### src/rtl/wb_arbiter_pkg.sv
// Shared write-back types: request bundle, queue depth, arbiter state.
// Also holds the register-match helper used by the hazard compare.
package wb_arbiter_pkg;

   localparam int WB_XLEN  = 32;
   localparam int WB_DEPTH = 4;

   typedef struct packed {
      logic [4:0]         rd;
      logic [WB_XLEN-1:0] data;
   } wb_req_t;

   typedef enum logic {
      WB_NORMAL = 1'b0,
      WB_DRAIN  = 1'b1
   } wb_state_e;

   function automatic logic rd_match(input logic [4:0] a,
                                     input logic [4:0] b);
      return (a != 5'd0) && (a == b);
   endfunction

endpackage

### src/rtl/wb_fifo.sv
// Long-latency result queue: in-order storage, wrap pointers with
// an extra MSB, and a per-slot rd/occupancy view for hazard checks.
module wb_fifo
   import wb_arbiter_pkg::*;
#(
   parameter int DW    = WB_XLEN,
   parameter int DEPTH = WB_DEPTH,
   parameter int AW    = $clog2(DEPTH)
) (
   input  logic                  clk,
   input  logic                  rst_n,
   input  logic                  push,
   input  logic [4:0]            push_rd,
   input  logic [DW-1:0]         push_data,
   input  logic                  pop,
   output logic [4:0]            head_rd,
   output logic [DW-1:0]         head_data,
   output logic [AW:0]           count,
   output logic [DEPTH-1:0]      occ,
   output logic [DEPTH-1:0][4:0] ent_rd
);

   logic [AW:0]    wr_ptr;
   logic [AW:0]    rd_ptr;
   logic [4:0]     rd_mem   [DEPTH];
   logic [DW-1:0]  data_mem [DEPTH];

   // Pointers advance on push/pop; MSB separates full from empty.
   always_ff @(posedge clk or negedge rst_n) begin
      if (!rst_n) begin
         wr_ptr <= '0;
         rd_ptr <= '0;
      end else begin
         if (push) wr_ptr <= wr_ptr + (AW+1)'(1);
         if (pop)  rd_ptr <= rd_ptr + (AW+1)'(1);
      end
   end

   // Entry storage; stale contents are masked by occupancy.
   always_ff @(posedge clk) begin
      if (push) begin
         rd_mem[wr_ptr[AW-1:0]]   <= push_rd;
         data_mem[wr_ptr[AW-1:0]] <= push_data;
      end
   end

   assign count     = wr_ptr - rd_ptr;
   assign head_rd   = rd_mem[rd_ptr[AW-1:0]];
   assign head_data = data_mem[rd_ptr[AW-1:0]];

   // A slot is live when its distance from the head is below count.
   always_comb begin
      occ    = '0;
      ent_rd = '0;
      for (int i = 0; i < DEPTH; i++) begin
         occ[i]    = {1'b0, AW'(AW'(i) - rd_ptr[AW-1:0])} < count;
         ent_rd[i] = rd_mem[i];
      end
   end

endmodule

### src/rtl/wb_arbiter.sv
// Write-back arbiter: merges the single-cycle pipe with queued
// long-latency results onto one register-file write port.
module wb_arbiter
   import wb_arbiter_pkg::*;
#(
   parameter int DATA_WIDTH = WB_XLEN,
   parameter int DEPTH      = WB_DEPTH
) (
   input  logic                  clk,
   input  logic                  rst_n,
   input  logic                  alu_valid_i,
   input  logic [4:0]            alu_rd_i,
   input  logic [DATA_WIDTH-1:0] alu_data_i,
   output logic                  alu_stall_o,
   input  logic                  lsu_valid_i,
   output logic                  lsu_ready_o,
   input  logic [4:0]            lsu_rd_i,
   input  logic [DATA_WIDTH-1:0] lsu_data_i,
   input  logic [4:0]            rs1_addr_i,
   input  logic [4:0]            rs2_addr_i,
   output logic                  rs1_pending_o,
   output logic                  rs2_pending_o,
   output logic                  reg_write_o,
   output logic [4:0]            rd_addr_o,
   output logic [DATA_WIDTH-1:0] rd_data_o
);

   localparam int          AW   = $clog2(DEPTH);
   localparam logic [AW:0] FULL = (AW+1)'(DEPTH);
   localparam logic [AW:0] HALF = (AW+1)'(DEPTH / 2);

   wb_state_e                state_q;
   wb_state_e                state_d;
   logic [AW:0]              count;
   logic [AW:0]              count_d;
   logic                     push;
   logic                     pop;
   logic                     alu_live;
   logic                     sel_valid;
   logic [4:0]               sel_rd;
   logic [DATA_WIDTH-1:0]    sel_data;
   logic [4:0]               head_rd;
   logic [DATA_WIDTH-1:0]    head_data;
   logic [DEPTH-1:0]         occ;
   logic [DEPTH-1:0][4:0]    ent_rd;

   wb_fifo #(
      .DW    (DATA_WIDTH),
      .DEPTH (DEPTH),
      .AW    (AW)
   ) u_fifo (
      .clk       (clk),
      .rst_n     (rst_n),
      .push      (push),
      .push_rd   (lsu_rd_i),
      .push_data (lsu_data_i),
      .pop       (pop),
      .head_rd   (head_rd),
      .head_data (head_data),
      .count     (count),
      .occ       (occ),
      .ent_rd    (ent_rd)
   );

   // rd=0 results complete the handshake but are never queued.
   assign lsu_ready_o = count < FULL;
   assign alu_live    = alu_valid_i && (alu_rd_i != 5'd0);
   assign push        = lsu_valid_i && lsu_ready_o && (lsu_rd_i != 5'd0);

   // Port selection, drain-mode stall and NORMAL/DRAIN hysteresis.
   always_comb begin
      state_d     = state_q;
      alu_stall_o = 1'b0;
      pop         = 1'b0;
      sel_valid   = 1'b0;
      sel_rd      = alu_rd_i;
      sel_data    = alu_data_i;
      unique case (state_q)
         WB_NORMAL: begin
            if (alu_live) begin
               sel_valid = 1'b1;
            end else if (count != '0) begin
               pop       = 1'b1;
               sel_valid = 1'b1;
               sel_rd    = head_rd;
               sel_data  = head_data;
            end
         end
         WB_DRAIN: begin
            alu_stall_o = alu_live;
            if (count != '0) begin
               pop       = 1'b1;
               sel_valid = 1'b1;
               sel_rd    = head_rd;
               sel_data  = head_data;
            end
         end
      endcase
      count_d = count + (AW+1)'(push) - (AW+1)'(pop);
      unique case (state_q)
         WB_NORMAL: if (count_d == FULL) state_d = WB_DRAIN;
         WB_DRAIN:  if (count_d <= HALF) state_d = WB_NORMAL;
      endcase
   end

   // Arbiter state register.
   always_ff @(posedge clk or negedge rst_n) begin
      if (!rst_n) state_q <= WB_NORMAL;
      else        state_q <= state_d;
   end

   // Registered register-file write port.
   always_ff @(posedge clk or negedge rst_n) begin
      if (!rst_n) begin
         reg_write_o <= 1'b0;
         rd_addr_o   <= '0;
         rd_data_o   <= '0;
      end else begin
         reg_write_o <= sel_valid;
         if (sel_valid) begin
            rd_addr_o <= sel_rd;
            rd_data_o <= sel_data;
         end
      end
   end

   // Hazard query against every occupied queue slot, head included.
   always_comb begin
      rs1_pending_o = 1'b0;
      rs2_pending_o = 1'b0;
      for (int i = 0; i < DEPTH; i++) begin
         if (occ[i] && rd_match(rs1_addr_i, ent_rd[i])) rs1_pending_o = 1'b1;
         if (occ[i] && rd_match(rs2_addr_i, ent_rd[i])) rs2_pending_o = 1'b1;
      end
   end

endmodule

### config.mk
export PLATFORM = sky130hd
export DESIGN_NAME = wb_arbiter
export DESIGN_NICKNAME = d
export VERILOG_FILES = /design/src/rtl/wb_arbiter_pkg.sv /design/src/rtl/wb_fifo.sv /design/src/rtl/wb_arbiter.sv
export SDC_FILE = /design/constraint.sdc
export NUM_CORES = 1
export LEC_CHECK = 0
export BUFFER_PORTS_ARGS = -buffer_cell sky130_fd_sc_hd__buf_2
export CAP_MARGIN = 20
export CORE_UTILIZATION = 30
export DETAILED_ROUTE_END_ITERATION = 6
export SYNTH_ARGS = -nofsm -noshare
export SYNTH_HDL_FRONTEND = slang
export SYNTH_SLANG_ARGS = --single-unit
### constraint.sdc
create_clock -name clk -period 6.1 [get_ports clk]
set_input_delay 0.305 -clock clk [delete_from_list [all_inputs] [get_ports clk]]
set_output_delay 0.305 -clock clk [all_outputs]
set_load 0.02 [all_outputs]
==> run metrics, run 1 <==
DIE AREA=around 0.028 mm^2; io pins=130; reg-to-reg slack, setup=around 2 ns; commonest non-fill, non-tap cells in the layout=148 x edfxtp_1, 129 x buf_2, 43 x dfrtp_1, 39 x nor2_1; minimum clock period=4.11 ns; WP data required=~6.4 ns; synthesized area=approximately 0.0083 mm^2; DRC errors left=0; share of cells above drive strength 1=roughly a third; crit path DAT=around 4.5 ns; fin cells=a little under 1000; Die Ht=around 170 um; net count after synthesis=600; PortBufs=between 100 and 150; Final nets=between 700 and 800; maximum clock frequency=244 MHz; final slew viol count=0; Max-slew headroom=a little under a third; Post-DP HPWL=11.4 mm; endpoints failing setup=0; cts hold-fix bufs=0; vias in the first global route=roughly 4600; GP Congestion=between 0.8 and 0.9; Slew @ Worst Pin=about 1.0 ns; GRT overflow=0; largest net degree at the start of global routing=76; Post-CTS Resized=0; Clock Pin Slew Worst Setup and Hold Paths=approximately 0.07 ns; CTS tree=built; Synth-to-Final Area Change=18.4%; Synth Register Bits=between 150 and 200; outcome=finished, final reports clean; fillers=approximately 2600; Post CTS Setup Buffer Count=0; pwr dens=between 500 and 600 mW/mm^2; CTS sink count=approximately 190; worst min path class=in -> async; Worst Path Max Fanout=41; first-pass GRT wire length=about 27 mm; Rows=60; Tot GR Track Use=about an eighth; Placed Cells=941; Tcrit/Tclk final=about two thirds; setup TNS=0 ns; Synth cell types=33; Mapped Cells=between 400 and 500; Root Driver=clkbuf_16; via count=about 4500; initial antenna violation count=3; Max VDD drop=between 0.3 and 0.4 mV; Clock Tree Buf Depth=2; yosys warns=0; Post-synth top flop=edfxtp_1; vias per cell=approximately 4.6; antenna-violating nets left=0; Inserted Clock Buffers=17; crit start category=register; Initial Util=30.7%; commonest non-fill, non-tap cell in the layout=edfxtp_1; DRT iter0 DRCs=about 190; Worst-Skew Late Latency=0.43 ns; Post-synth ARST share=about a quarter; Final Hold Fails=0; register area share after synthesis=between 60% and 70%; CTS HTree Levels=4; DRT Pass-1 Iters=4; critical path class=reg -> reg; average size of a mapped cell=16.7 um^2; final WL=17.3 mm; WL per Instance=between 15 and 20 um; Crit. End Element=register; skew final=0.0174 ns; MaxCap Viol Count=0; Pwr Total=~5.4 mW; die width=168 um; CORE AREA=approximately 0.027 mm^2; EDFF count, synth=between 100 and 150; RSZ-0062 raised after global routing=no; leakage=roughly 3.8 nW
[cell usage after synthesis (all sizes together) (2+ instances only)]
| cell type | instances | area share (%) |
|---|---|---|
| edfxtp | 148 | 54 |
| dfrtp | 45 | 14 |
| nor2 | 39 | 1.8 |
| a21oi | 38 | 2.4 |
| mux2i | 37 | 4.5 |
| mux4 | 37 | 10 |
| xor2 | 26 | 2.7 |
| buf | 20 | 2.0 |
| xnor2 | 20 | 2.1 |
| ha | 13 | 2.0 |
| inv | 12 | 0.54 |
| clkbuf | 11 | 0.50 |
| nand4 | 10 | 0.75 |
| nor3 | 8 | 0.48 |
| o21ai | 8 | 0.48 |
| and2 | 5 | 0.38 |
| nand2 | 3 | 0.14 |
| nor2b | 3 | 0.23 |
| or4 | 3 | 0.27 |
| fa | 2 | 0.48 |
| o21a | 2 | 0.18 |
| or3 | 2 | 0.15 |
[flip-flops by register name, summed over array words and instances (netlist names)]
signal	cells
u_fifo.data_mem	128
rd_data_o	32
u_fifo.rd_mem	20
rd_addr_o	5
u_fifo.rd_ptr	3
u_fifo.wr_ptr	3
reg_write_o	1
state_q	1
[where the power goes]
group	leakage, nW	total, mW	internal [mW]	switching (mW)
registers	1.85	2.00	1.85	0.146
logic	1.65	2.23	0.961	1.27
clock network	0.287	1.13	0.619	0.509
[worst paths after layout]
check,from,to,depth (start not counted)
setup / recovery,u_fifo.rd_ptr[1]$_DFFE_PN0P_,state_q$_DFF_PN0_,13
hold / removal,rst_n,rd_data_o[29]$_DFFE_PN0P_,2
setup reg to reg,u_fifo.rd_ptr[1]$_DFFE_PN0P_,state_q$_DFF_PN0_,13
hold reg to reg,u_fifo.rd_ptr[2]$_DFFE_PN0P_,u_fifo.rd_ptr[2]$_DFFE_PN0P_,1
max in group asynchronous,rst_n,u_fifo.rd_ptr[0]$_DFFE_PN0P_,2
min in group clk,lsu_data_i[19],u_fifo.data_mem[2][19]$_DFFE_PP_,1
[cell families after synthesis]
| logic type | count (synthesis) | synth area share (%) |
|---|---|---|
| DFF | 193 | 67.2 |
| adders and majority gates | 15 | 2.44 |
| xor gates and xnor gates | 47 | 5.14 |
| and+or+nand+nor | 75 | 4.36 |
| muxes | 74 | 14.5 |
| buffers and inverters | 43 | 3.02 |
| AOI/OAI and AO/OA | 50 | 3.36 |
[per-stage QoR]
| step | util [%] | instance area (um^2) | hold slack (ns) | setup WS [ns] |
|---|---|---|---|---|
| final | 36.3 | 9820 | 0.000897 | 1.99 |
| after global routing | 36.3 | 9810 | 0.0364 | 1.78 |
| after CTS | 36.3 | 9810 | 0.0194 | 1.92 |
| after detailed placement | 34.1 | 9220 | 0.482 | 1.91 |
| after global placement | 34.1 | 9220 | 0.475 | 2.00 |
| after floorplan | - | 8290 | 0.00941 | 2.69 |
[layer usage]
| metal | vias up | GRT usage (%) | wire, um | share of wire, % |
|---|---|---|---|---|
| li1 | 2117 | - | - | - |
| met1 | 2214 | 15.6 | 7520 | 44 |
| met2 | 102 | 21.8 | 8730 | 51 |
| met3 | 22 | 2.94 | 748 | 4.3 |
| met4 | 4 | 3.91 | 233 | 1.3 |
| met5 | - | 0 | 28 | 0.16 |
[worst max-delay path: stages, from the launching register on]
cell     delay (ns)
dfrtp_2        0.39
buf_4          0.31
fa_1           0.47
xnor3_2        0.48
nand3_2        0.11
buf_4          0.58
and2_1         0.33
ha_1           0.26
inv_1          0.05
ha_1           0.13
inv_1          0.04
fa_1           0.44
or3_1          0.34
o21ai_0        0.08
[cell type report]
type | instances | area, um^2 | area share, %
tap | 341 | 427 | 4.35
clock buffer | 17 | 425 | 4.33
antenna | 1 | 2.50 | 0.0255
multi-input combinational | 261 | 2490 | 25.3
sequential | 193 | 5570 | 56.8
clock inverter | 15 | 174 | 1.77
timing repair buffer | 134 | 683 | 6.96
inverter | 12 | 45.0 | 0.459
Note: power is estimated with default switching activity, not from simulation.
==> run 2: changes to the inputs <==
--- a/config.mk
+++ b/config.mk
@@ -5,6 +5,7 @@
 export SDC_FILE = /design/constraint.sdc
 export NUM_CORES = 1
 export LEC_CHECK = 0
+export ABC_AREA = 1
 export BUFFER_PORTS_ARGS = -buffer_cell sky130_fd_sc_hd__buf_2
 export CAP_MARGIN = 20
 export CORE_UTILIZATION = 30
==> constraint.sdc (replaced) <==
create_clock -name clk -period 3.6 [get_ports clk]
set_input_delay 0.18 -clock clk [delete_from_list [all_inputs] [get_ports clk]]
set_output_delay 0.18 -clock clk [all_outputs]
set_load 0.02 [all_outputs]
==> run 2 against run 1 <==
  * Area after synthesis grew 2.3%
  * Combinational power grew 75%
  * Synthesized cell count grew 55%
  * Worst hold slack gained 0.0074 ns
  * Worst setup slack lost 1.6 ns
  * Non-clock buffer count grew 80
  * Maximum frequency grew 30%
  * Final area grew 11%
  * Final cell count grew 38%
  * Critical endpoint unchanged
  * Largest power group unchanged
  * Highest routed layer is now met4
==> run metrics, run 2 <==
CP dominant cell by count=inv_1; net count after synthesis=874 (+46%); DRT Pass-1 Iters=7 (+3); Gate power share=43.3% (+1.6 points); Worst Path Max Fanout=8 (-80%); MaxCap Viol Count=0 (unchanged); CTS tree=built; via count=6273 (+41%); share of cells above drive strength 1=19.7% (-14 points); Post-Synth Adder-Cell Area=2.39% (-0.055 points); CP max stage delay=0.48 ns (-0.10 ns); Synth-to-Final Area Change=28.3%; CP cell instances=inv_1 -> ha_1 -> fa_1 -> inv_1 -> nand3_2 -> nand2_4 -> nand3_2 -> nand2_2 -> inv_1 -> ha_1 -> inv_1 -> ha_1 -> inv_1 -> fa_1 -> inv_1 -> o21ai_0 -> nand2_1 -> inv_1; Synth Register Bits=193 (unchanged); DRT iter0 DRCs=369 (+96%); maximum clock frequency=316 MHz (+30%); CORE AREA=0.0278 mm^2 (+2.8%); vias in the first global route=6172 (+33%); EDFF count, synth=148 (unchanged); Max VDD drop=0.473 mV (+30%); CTS sink count=193 (unchanged); WP data required=3.97 ns (-2.47 ns); register area share after synthesis=65.7% (-1.5 points); Pwr Total=9.02 mW (+68%); die width=170 um (+1.1%); pre-CTS WS=0.476 ns (-1.44 ns); Seq pwr share=35.7% (-1.6 points); crit path from=u_fifo.wr_ptr[0]$_DFFE_PN0P_; minimum clock period=3.16 ns (-0.942 ns); Clock Pin Slew Worst Setup and Hold Paths=0.07 ns (about the same); yosys warns=0 (unchanged); reg-to-reg slack, setup=0.44 ns (-1.56 ns); Top delay family on crit path=adder cells; sw frac=42.0% (+6.0 points); reg2reg path depth=18 (+5); Post-DP HPWL=13.9 mm (+22%); first-pass GRT wire length=34.0 mm (+28%); initial antenna violation count=0 (-3); Root Driver=clkbuf_16; antenna-violating nets left=0 (unchanged); largest net degree at the start of global routing=79 (+3.9%); Register Area=0.00557 mm^2 (unchanged); fillers=2742 (+5.9%); crit path DAT=3.54 ns (-0.91 ns); Synth Area in Simple Gates=16.1% (+12 points); WP buf/inv=7 (+3); Tcrit/Tclk final=87.9% (+21 points); Worst-Skew Late Latency=0.44 ns (about the same); Inserted Clock Buffers=17 (unchanged); Synth top area share=52.4% (-1.2 points); CTS HTree Levels=4 (unchanged); io pins=130 (unchanged); Synth cell types=26 (-21%); Post-synth top flop=edfxtp_1; RSZ-0062 raised after global routing=no; synthesized area=0.00848 mm^2 (+2.3%); Post-synth ARST share=23.3% (unchanged); pwr dens=829 mW/mm^2 (+52%); worst min path class=in -> reg; main combinational cell family by area after synthesis=simple AND/OR/NAND/NOR gates; skew final=0.00993 ns (-0.00749 ns); count leader, synth=edfxtp_1; average size of a mapped cell=11.0 um^2 (-34%); Clock Tree Buf Depth=2 (unchanged); GP Congestion=0.883 (+2.2%); WL per Instance=16.4 um (-7.6%); Power Internal=5.24 mW (+53%); XOR/XNOR Fraction of Synth Area=3.92% (-1.2 points); crit start category=register; PortBufs=129 (unchanged); DIE AREA=0.0290 mm^2 (+2.3%); NetSw=3.79 mW (+97%); vias per cell=4.65 (+1.6%); DRC errors left=0 (unchanged); max FFs per register=128 (unchanged); setup TNS=0 ns (unchanged); commonest non-fill, non-tap cell in the layout=edfxtp_1; Clock power frac=21.0% (about the same); leakage=4.27 nW (+13%); GRT overflow=0 (unchanged); Final nets=1060 (+47%); Post-CTS Resized=0 (unchanged); endpoints failing setup=0 (unchanged); commonest non-fill, non-tap cells in the layout=148 x edfxtp_1, 129 x buf_2, 118 x nand2_1, 96 x nand3_1, 93 x nor2_1; multiplexer share of the synthesized area=0% (-15 points); CP max-delay cell=fa_1; multi-input logic area=0.00259 mm^2 (+4.3%); Rows=61 (+1.7%); Crit path depth=18 (+5); Antenna diodes=0 (-1); Setup crit end=state_q$_DFF_PN0_; Commonest cells post-synth=148 x edfxtp_1, 118 x nand2_1, 97 x nand3_1; worst flop-to-flop path startpoint=u_fifo.wr_ptr[0]$_DFFE_PN0P_; Crit. End Element=register; final WL=22.1 mm (+28%); Compound-Gate Fraction of Synth Area=7.77% (+4.4 points); cell type with the largest total area after synthesis=edfxtp_1; critical path class=reg -> reg; Slew @ Worst Pin=0.793 ns (-0.233 ns); Tot GR Track Use=15.8% (+3.2 points); Final Hold Fails=0 (unchanged); final worst-path setup slack=0.436 ns (-1.56 ns); reg2reg end=state_q$_DFF_PN0_; final slew viol count=0 (unchanged); Max-slew headroom=47.1% (+16 points); Initial Util=30.5% (-0.15 points); Mapped Cells=771 (+55%); top post-synthesis cells by area=edfxtp_1 52%, dfrtp_1 13%, nand3_1 5.7%; outcome=finished, final reports clean; Die Ht=170 um (+1.1%)
-- run 2: worst min-delay path by stage --
stage	startpoint	endpoint	slack [ns]	cells past startpoint
floorplan	rst_n	rd_addr_o[0]$_DFFE_PN0P_	-0.12	0
global placement	rst_n	rd_addr_o[1]$_DFFE_PN0P_	0.07	1
detailed placement	rst_n	rd_addr_o[1]$_DFFE_PN0P_	0.07	1
CTS	alu_data_i[2]	rd_data_o[2]$_DFFE_PN0P_	0.0008	3
global route	lsu_rd_i[3]	u_fifo.rd_mem[1][3]$_DFFE_PP_	0.0009	1
finish	alu_rd_i[0]	rd_addr_o[0]$_DFFE_PN0P_	0.008	3
-- run 2: final cells by class --
cell class / count / share of cell area, %
clock buffer: 17 / 3.91
clock inverter: 15 / 1.68
inverter: 35 / 1.21
multi-input combinational: 496 / 23.8
sequential: 193 / 51.2
tap: 378 / 4.34
timing repair buffer: 214 / 13.9
-- run 2: timing repair --
action,CTS,global route
hold buffers,70,0
hold endpoints to repair,187,0
setup buffers,0,0
-- run 2: routing by layer --
metal / GRT usage, % / share of wire, % / up-vias
met5: 0 / 0 / -
li1: - / - / 3045
met4: 4.94 / 1.4 / 0
met1: 20.5 / 45 / 3045
met2: 26.5 / 49 / 166
met3: 3.05 / 4.3 / 17
-- run 2: cell families (layout without fill, tap and decap cells) --
logic type,after synthesis,count (layout)
and+or+nand+nor,322,322
DFF,193,193
AOI/OAI and AO/OA,121,121
buffers and inverters,82,281
xor gates and xnor gates,38,38
adders and majority gates,15,15
-- run 2: power groups by stage --
stage          sequential, mW  combinational, mW  clock [mW]
3_5_place_dp             3.26               3.89           0
5_1_grt                  3.27               4.38        2.02
4_1_cts                  3.22               3.95        1.95
3_3_place_gp             3.26               3.83           0
6_report                 3.22               3.91        1.90
2_1_floorplan            3.51               2.36           0
-- run 2: tightest hold or removal path: stages --
cell	delay [ns]
buf_2	0.09
nand2_1	0.05
nand3_1	0.08
-- run 2: metrics by stage --
step                hold slack (ns)  std cells  utilization (%)  instance area, um^2
finish                      0.00832       1348             39.2                10900
global route               0.000868       1348             39.2                10900
CTS                        0.000764       1348             39.2                10900
detailed placement           0.0733       1246             34.5                 9580
global placement             0.0675       1246             34.5                 9580
floorplan                    -0.116        771                -                 8480
==> run 3: changes to the inputs <==
==> constraint.sdc (replaced) <==
create_clock -name clk -period 3.97 [get_ports clk]
set_input_delay 0.1985 -clock clk [delete_from_list [all_inputs] [get_ports clk]]
set_output_delay 0.1985 -clock clk [all_outputs]
set_load 0.02 [all_outputs]
==> run 3 against run 2 <==
  * Clock skew about the same
  * Combinational power down 9.7%
  * Largest cell class unchanged
  * Critical path type unchanged
  * Global-route usage down 0.11 points
  * Highest routed layer unchanged
  * Final cell count down 0.67%
  * Power down 9.3%
  * Largest power group unchanged
  * Final area down 0.85%
  * Sequential share of layout area up 0.44 points
==> run metrics, run 3 (synthesized netlist as in run 2, its figures left out) <==
outcome=finished, final reports clean; Max-slew headroom=45.9% (-1.3 points); commonest non-fill, non-tap cell in the layout=edfxtp_1; commonest non-fill, non-tap cells in the layout=148 x edfxtp_1, 129 x buf_2, 118 x nand2_1, 96 x nand3_1, 93 x nor2_1; setup TNS=0 ns (unchanged); final WL=22.0 mm (-0.26%); Crit. End Element=register; NetSw=3.28 mW (-13%); RSZ-0062 raised after global routing=no; share of cells above drive strength 1=19.5% (-0.23 points); multi-input logic area=0.00259 mm^2 (unchanged); max FFs per register=128 (unchanged); MaxCap Viol Count=0 (unchanged); die width=170 um (unchanged); Hold Startpoint=alu_rd_i[0]; Power Internal=4.91 mW (-6.3%); reg-to-reg slack, setup=0.79 ns (+0.35 ns); Clock power frac=21.1% (about the same); Seq pwr share=35.8% (about the same); CP cell instances=inv_1 -> ha_1 -> fa_1 -> inv_1 -> nand3_2 -> nand2_4 -> nand3_1 -> buf_4 -> ha_1 -> inv_1 -> ha_1 -> inv_1 -> fa_1 -> inv_1 -> o21ai_0 -> nand2_1 -> inv_1; Register Area=0.00557 mm^2 (unchanged); DRT Pass-1 Iters=4 (-3); fillers=2741 (-0.036%); Synth-to-Final Area Change=27.3%; vias in the first global route=6118 (-0.87%); maximum clock frequency=314 MHz (-0.57%); sw frac=40.1% (-1.9 points); initial antenna violation count=0 (unchanged); reg2reg path depth=17 (-1); pre-CTS WS=0.809 ns (+0.334 ns); Final nets=1052 (-0.75%); endpoints failing setup=0 (unchanged); CP max-delay cell=fa_1; WP data required=4.34 ns (+0.37 ns); CP max stage delay=0.47 ns (about the same); Rows=61 (unchanged); Worst Path Max Fanout=8 (unchanged); io pins=130 (unchanged); GRT overflow=0 (unchanged); Max VDD drop=0.362 mV (-23%); Root Driver=clkbuf_16; pwr dens=758 mW/mm^2 (-8.5%); Inserted Clock Buffers=17 (unchanged); Initial Util=30.5% (unchanged); worst flop-to-flop path startpoint=u_fifo.wr_ptr[0]$_DFFE_PN0P_; WL per Instance=16.5 um (+0.41%); skew final=0.00950 ns (-0.000425 ns); Slew @ Worst Pin=0.812 ns (+0.0192 ns); Worst-Skew Late Latency=0.42 ns (-0.02 ns); final slew viol count=0 (unchanged); Antenna diodes=0 (unchanged); DIE AREA=0.0290 mm^2 (unchanged); CTS sink count=193 (unchanged); Tcrit/Tclk final=80.2% (-7.7 points); CTS HTree Levels=4 (unchanged); Post-DP HPWL=14.0 mm (+0.73%); minimum clock period=3.18 ns (+0.0182 ns); DRT iter0 DRCs=342 (-7.3%); first-pass GRT wire length=34.1 mm (+0.28%); leakage=4.22 nW (-1.1%); via count=6189 (-1.3%); Tot GR Track Use=15.7% (-0.11 points); reg2reg end=state_q$_DFF_PN0_; largest net degree at the start of global routing=79 (unchanged); CORE AREA=0.0278 mm^2 (unchanged); hold path endpoint=rd_addr_o[0]$_DFFE_PN0P_; Clock Tree Buf Depth=2 (unchanged); CTS tree=built; Final Hold Fails=0 (unchanged); worst min path class=in -> reg; PortBufs=129 (unchanged); GP Congestion=0.886 (+0.32%); DRC errors left=0 (unchanged); antenna-violating nets left=0 (unchanged); vias per cell=4.62 (-0.68%); final worst-path setup slack=0.788 ns (+0.352 ns); crit start category=register; Gate power share=43.1% (-0.2 points); Cells on Worst Hold Path=3 (unchanged); Die Ht=170 um (unchanged); CP dominant cell by count=inv_1; Clock Pin Slew Worst Setup and Hold Paths=0.07 ns (about the same); critical path class=reg -> reg; crit path DAT=3.55 ns (about the same)
-- run 3: layout make-up --
class | count | area share (%)
multi-input cells | 496 | 24.0
flip-flops and latches | 193 | 51.6
inverters | 35 | 1.22
well taps | 378 | 4.38
repair buffers | 206 | 13.2
clock buffers | 21 | 4.26
clock inverters | 10 | 1.25
-- run 3: critical path, delay by kind of cell, from the launching register on --
family / cells / cell delay, ns
AO/OA/AOI/OAI: 1 / 0.14
flip-flops: 1 / 0.40
buffers and inverters: 7 / 0.62
adder cells (fa/ha/maj): 5 / 1.58
AND/OR/NAND/NOR: 4 / 0.38
-- run 3: timing repair --
action                    4_1_cts  5_1_grt
buffers inserted                0        0
hold endpoints to repair      201        0
hold buffers                   62        0
resized for setup               0        0
-- run 3: worst max-delay path by stage --
stage	from	slack, ns	end
global placement	u_fifo.wr_ptr[0]$_DFFE_PN0P_	0.88	state_q$_DFF_PN0_
finish	u_fifo.wr_ptr[0]$_DFFE_PN0P_	0.79	state_q$_DFF_PN0_
global route	u_fifo.wr_ptr[0]$_DFFE_PN0P_	0.57	state_q$_DFF_PN0_
CTS	u_fifo.wr_ptr[0]$_DFFE_PN0P_	0.80	state_q$_DFF_PN0_
floorplan	u_fifo.wr_ptr[0]$_DFFE_PN0P_	0.28	u_fifo.data_mem[0][0]$_DFFE_PP_
detailed placement	u_fifo.wr_ptr[0]$_DFFE_PN0P_	0.81	state_q$_DFF_PN0_
-- run 3: power groups by stage --
| stage | clock network, mW | registers, mW | logic, mW |
|---|---|---|---|
| final | 1.73 | 2.93 | 3.53 |
| after global routing | 1.85 | 2.97 | 3.98 |
| after CTS | 1.76 | 2.93 | 3.58 |
| after detailed placement | 0 | 2.97 | 3.53 |
| after global placement | 0 | 2.96 | 3.46 |
| after floorplan | 0 | 3.19 | 2.14 |
-- run 3: routing by layer --
metal	track usage (%)	wire length, um	up-vias
li1	-	-	3022
met1	20.4	9960	2975
met2	26.2	10700	165
met3	2.86	904	27
met4	5.21	427	0
met5	0	0	-
-- run 3: metrics by stage --
stage	cell area [um^2]	util (%)	hold WS (ns)	power, mW	std cells
final	10800	38.9	0.0175	8.18	1339
after global routing	10800	38.9	0.00658	8.80	1339
after CTS	10800	38.9	0.00100	8.28	1339
after detailed placement	9580	34.5	0.355	6.50	1246
after global placement	9580	34.5	0.352	6.43	1246
after floorplan	8480	-	-0.0971	5.33	771
